$ cat config.mk
export PLATFORM = sky130hd
export DESIGN_NAME = write_ctrl
export DESIGN_NICKNAME = d
export VERILOG_FILES = /design/src/rtl/fifo_pkg.sv /design/src/rtl/sync_2ff.sv /design/src/rtl/write_ctrl.sv
export SDC_FILE = /design/constraint.sdc
export NUM_CORES = 1
export LEC_CHECK = 0
export ABC_AREA = 1
export BUFFER_PORTS_ARGS = -buffer_cell sky130_fd_sc_hd__buf_2
export CORE_MARGIN = 2
export CORE_UTILIZATION = 48
export DETAILED_ROUTE_END_ITERATION = 8
export PLACE_DENSITY_LB_ADDON = 0.25
export SLEW_MARGIN = 20
export SYNTH_ARGS = -nofsm -noshare
export SYNTH_HDL_FRONTEND = slang
export SYNTH_SLANG_ARGS = --single-unit
$ cat constraint.sdc
create_clock -name clk -period 4.1 [get_ports clk]
set_input_delay 0.82 -clock clk [delete_from_list [all_inputs] [get_ports clk]]
set_output_delay 0.82 -clock clk [all_outputs]
set_load 0.03 [all_outputs]
$ cat src/rtl/fifo_pkg.sv
// ============================================================================
// Module      : fifo_pkg
// Description : Shared constants and Gray-code helpers for the async FIFO.
// Revision    : 1.0 - initial release
// ============================================================================
`default_nettype none

package fifo_pkg;

  localparam int ADDR_W = 3;
  localparam int PTR_W  = ADDR_W + 1;

  // Helpers work on a wide container; callers zero-extend narrower pointers,
  // which leaves the low bits of either conversion unaffected.
  localparam int GRAY_W = 32;

  function automatic logic [GRAY_W-1:0] bin2gray(input logic [GRAY_W-1:0] bin);
    return bin ^ (bin >> 1);
  endfunction

  function automatic logic [GRAY_W-1:0] gray2bin(input logic [GRAY_W-1:0] gray);
    logic [GRAY_W-1:0] bin;
    bin[GRAY_W-1] = gray[GRAY_W-1];
    for (int i = GRAY_W - 2; i >= 0; i--) begin
      bin[i] = bin[i+1] ^ gray[i];
    end
    return bin;
  endfunction

endpackage

`default_nettype wire

$ cat src/rtl/sync_2ff.sv
// ============================================================================
// Module      : sync_2ff
// Description : Two-flop synchroniser for multi-bit Gray-coded buses.
// Revision    : 1.0 - initial release
// ============================================================================
`default_nettype none

module sync_2ff #(
  parameter int WIDTH = 4
) (
  input  logic             clk,
  input  logic             rst,
  input  logic [WIDTH-1:0] d,
  output logic [WIDTH-1:0] q
);

  logic [WIDTH-1:0] r_meta;
  logic [WIDTH-1:0] r_sync;

  always_ff @(posedge clk or posedge rst) begin
    if (rst) begin
      r_meta <= '0;
      r_sync <= '0;
    end else begin
      r_meta <= d;
      r_sync <= r_meta;
    end
  end

  assign q = r_sync;

endmodule

`default_nettype wire

$ cat src/rtl/write_ctrl.sv
// ============================================================================
// Module      : write_ctrl
// Description : Write-side controller of the dual-clock FIFO: SRAM write port,
//               Gray write pointer export, full/almost-full/free/overflow.
// Revision    : 1.0 - initial release
// ============================================================================
`default_nettype none

module write_ctrl #(
  parameter int ADDR_W       = fifo_pkg::ADDR_W,
  parameter int AFULL_THRESH = 6
) (
  input  logic              clk,
  input  logic              rst,
  input  logic              wr,
  input  logic [ADDR_W:0]   rptr_gray_async,
  input  logic              ovf_clr,
  output logic              wr_mem_en,
  output logic [ADDR_W-1:0] waddr,
  output logic [ADDR_W:0]   wptr,
  output logic [ADDR_W:0]   gray_wptr,
  output logic              full,
  output logic              almost_full,
  output logic [ADDR_W:0]   free_cnt,
  output logic              overflow
);

  import fifo_pkg::GRAY_W;
  import fifo_pkg::bin2gray;
  import fifo_pkg::gray2bin;

  localparam int                 c_PTR_W = ADDR_W + 1;
  localparam logic [c_PTR_W-1:0] c_DEPTH = c_PTR_W'(1 << ADDR_W);
  localparam logic [c_PTR_W-1:0] c_AFULL = c_PTR_W'(AFULL_THRESH);

  logic [c_PTR_W-1:0] r_wptr;
  logic [c_PTR_W-1:0] r_gray_wptr;
  logic               r_overflow;

  logic [c_PTR_W-1:0] w_rptr_sync;
  logic [c_PTR_W-1:0] w_rptr_bin;
  logic [c_PTR_W-1:0] w_wptr_next;
  logic [c_PTR_W-1:0] w_gray_next;
  logic [c_PTR_W-1:0] w_used;
  logic               w_full;
  logic               w_accept;

  sync_2ff #(
    .WIDTH (c_PTR_W)
  ) u_rptr_sync (
    .clk (clk),
    .rst (rst),
    .d   (rptr_gray_async),
    .q   (w_rptr_sync)
  );

  assign w_rptr_bin = c_PTR_W'(gray2bin(GRAY_W'(w_rptr_sync)));

  // Occupancy uses the extra pointer bit so that full and empty differ.
  assign w_used   = r_wptr - w_rptr_bin;
  assign w_full   = (w_used == c_DEPTH);
  assign w_accept = wr & ~w_full;

  assign w_wptr_next = r_wptr + c_PTR_W'(w_accept);
  assign w_gray_next = c_PTR_W'(bin2gray(GRAY_W'(w_wptr_next)));

  // Binary and Gray pointers share one edge so the exported Gray value
  // only ever moves by a single bit.
  always_ff @(posedge clk or posedge rst) begin
    if (rst) begin
      r_wptr      <= '0;
      r_gray_wptr <= '0;
    end else begin
      r_wptr      <= w_wptr_next;
      r_gray_wptr <= w_gray_next;
    end
  end

  // Setting takes priority so a clear cannot hide a concurrent overflow.
  always_ff @(posedge clk or posedge rst) begin
    if (rst) begin
      r_overflow <= 1'b0;
    end else if (wr && w_full) begin
      r_overflow <= 1'b1;
    end else if (ovf_clr) begin
      r_overflow <= 1'b0;
    end
  end

  assign wr_mem_en   = w_accept;
  assign waddr       = r_wptr[ADDR_W-1:0];
  assign wptr        = r_wptr;
  assign gray_wptr   = r_gray_wptr;
  assign full        = w_full;
  assign almost_full = (w_used >= c_AFULL);
  assign free_cnt    = c_DEPTH - w_used;
  assign overflow    = r_overflow;

endmodule

`default_nettype wire

==> impl_results.md <==
* Number of synthesized flops with an enable pin at 0
* Initial antenna violation count at 0
* Drt pass-1 iters at 4
* Diodes inserted at 0
* WL/cell at 9.992 um
* Die H at 45.45 um
* Post-Syn Instances at 86
* Buffer count from post-CTS setup fixing at 0
* Root Buffer: clkbuf_4
* DRC Markers at 0
* Syn nets at 102
* Port Buf Inserts at 26
* Post-synth ARST share at 100.0%
* Final GP Congestion at 0.6844
* TritonCTS clock tree: done
* DR vias at ~580
* Leading area contributor after synthesis: dfrtp_1
* CP Capture Type: primary output
* Post-synthesis sequential area ratio at between 40% and 50%
* Util after Layout at 62.92%
* First-pass GRT wire length at around 2000 um
* Final Critical Period at around 3.7 ns
* Startpoint types: flop
* Unrepaired setup endpoints after global routing: false
* Post-cts sizing count at 0
* CTS clk-pin slew, worst paths at 0.08 ns
* Cell Area, Placed at between 900 and 1000 um2
* Setup Crit Path Kind: flop to primary output
* Critical Path RT at around 3.3 ns
* Synth warn at 0
* #FFs+latches synth at 16
* CTS H-tree depth at 1
* Die area at 2065 um2
* Top cells by area, synth: dfrtp_1 (49%), ha_1 (11%), inv_1 (8.6%)
* Core box area at 1559 um2
* Cell count of the worst reg-to-reg path at 21
* Total Routing Usage GR at 13.65%
* FF-to-FF End: gray_wptr[2]$_DFF_PP0_
* Largest net degree at the start of global routing at 17
* Layout area overhead at 18.97%
* Outcome: completed
* Reg-to-reg slack, setup at 0.75 ns
* Achievable Freq at about 270 MHz
* Worst-Margin Slew at 0.5527 ns
* CTS buffer count at 3
* Initial drt markers at 3
* Final Max Slew Viols at 0
* DPL Wire Length at between 1000 and 1500 um
* Clock Sink Count at 16
* Period utilization at around nine tenths
* Synth cell count leaders: inv_1 (19), nand2_1 (19), dfrtp_1 (16), ha_1 (7)
* Hold Path Sink: u_rptr_sync.q[3]$_DFF_PP0_
* Initial Util at between 50% and 60%
* Hold depth at 0
* R2r startpoint: u_rptr_sync.q[3]$_DFF_PP0_
* Placed Cells incl. Taps at 124
* Final hold vios at 0
* Vias in the first global route at 496
* Netlist cell types at 15
* Final Non-Filler Cells at approximately 130
* Mapped cell area at between 800 and 900 um2
* Antenna Nets Post-Route at 0
* Num rows at 14
* Worst Path Max Fanout at 4
* Top FF cell, synth: dfrtp_1
* Type of the tightest min-delay check: flop to flop
* Final setup fails at 0
* Via density at between 4 and 5
* HP Start: u_rptr_sync.r_meta[3]$_DFF_PP0_
* Slew HR at 63.11%
* Die width at around 45 um
* Final Cell Area at slightly below 1000 um2
* Worst Clk Skew at about 0.0037 ns
* # nets final at 129
* Longest Clk Path Bufs at 2
* I/O pin total at 27
* Critical path arrival at ~2.9 ns
* Total grt overflow at 0
* Routed WL at 1279 um
* CTS Hold Bufs at 0
* Clock latency on the worst-skew pair at around 0.27 ns
* Area fraction of the dominant cell type after synthesis at just under 50%
* Final setup TNS at 0 ns
* Syn avg cell area at 9.588 um2
* Maxcap violations at 0
* Layout cell share with drive strength beyond 1 at roughly a third
[cell families after synthesis]
logic type | after synthesis | share of synthesized area (%)
simple gates | 31 | 16.69
buf+inv | 23 | 12.29
flops | 16 | 48.56
fa+ha+maj | 8 | 13.05
xor+xnor | 6 | 8.194
compound gates | 2 | 1.213
[worst max-delay path by stage]
stage	to	startpoint
after floorplan	gray_wptr[2]$_DFF_PP0_	u_rptr_sync.q[3]$_DFF_PP0_
after global placement	wr_mem_en	u_rptr_sync.q[3]$_DFF_PP0_
after detailed placement	wr_mem_en	u_rptr_sync.q[3]$_DFF_PP0_
after CTS	wr_mem_en	u_rptr_sync.q[3]$_DFF_PP0_
after global routing	wr_mem_en	u_rptr_sync.q[3]$_DFF_PP0_
final	wr_mem_en	u_rptr_sync.q[3]$_DFF_PP0_
[per-layer routing]
layer / routed length, um / global-route usage (%) / share of wire [%]
met1: 549 / 15.45 / 43
met2: 664 / 24.23 / 52
met3: 52 / 1.190 / 4.1
met4: 13 / 8.824 / 1.0
met5: 0 / 0 / 0
[cell usage in the layout, fill, tap and decap left out, drive strengths merged]
cell type / netlist / final
clkbuf: 0 / 4
o21ai: 1 / 1
a21oi: 1 / 1
nand2: 21 / 21
nand3: 4 / 4
ha: 7 / 7
fa: 1 / 1
xor2: 6 / 6
dfrtp: 16 / 16
nor2: 5 / 5
buf: 4 / 26
inv: 19 / 19
nor3: 1 / 1
[registers in the layout (all words and copies together), names as in the netlist]
name                cells
gray_wptr               4
u_rptr_sync.q           4
overflow                1
u_rptr_sync.r_meta      4
wptr                    3
[through the flow]
step / hold WS, ns / setup WS (ns)
after detailed placement: 0.3386 / 0.6926
final: 0.3554 / 0.4178
after floorplan: 0.3312 / 0.8769
after global placement: 0.3327 / 0.8172
after CTS: 0.3583 / 0.3791
after global routing: 0.3606 / 0.1699
[critical path, stage by stage, from the launching register on]
cell	delay, ns
dfrtp_1	0.41
inv_1	0.08
nand2_1	0.06
nand2_2	0.09
xor2_2	0.24
inv_1	0.07
nand2_1	0.06
nand2_1	0.05
ha_1	0.17
inv_1	0.08
fa_1	0.48
inv_1	0.09
ha_1	0.16
inv_1	0.05
nor2_2	0.14
nand2_1	0.08
nand2_1	0.07
inv_1	0.05
buf_2	0.17
[area by class of cell]
class,instances,area [um2]
Timing Repair Buffer,26,130.1
Clock buffer,4,36.28
Tap cell,16,20.02
Inverter,19,71.32
Multi-Input combinational cell,47,322.8
Fill cell,140,578.1
Sequential cell,16,400.4
Power is not shown: default switching activity piles up to over one toggle a cycle in this logic, so the estimate is an artifact.
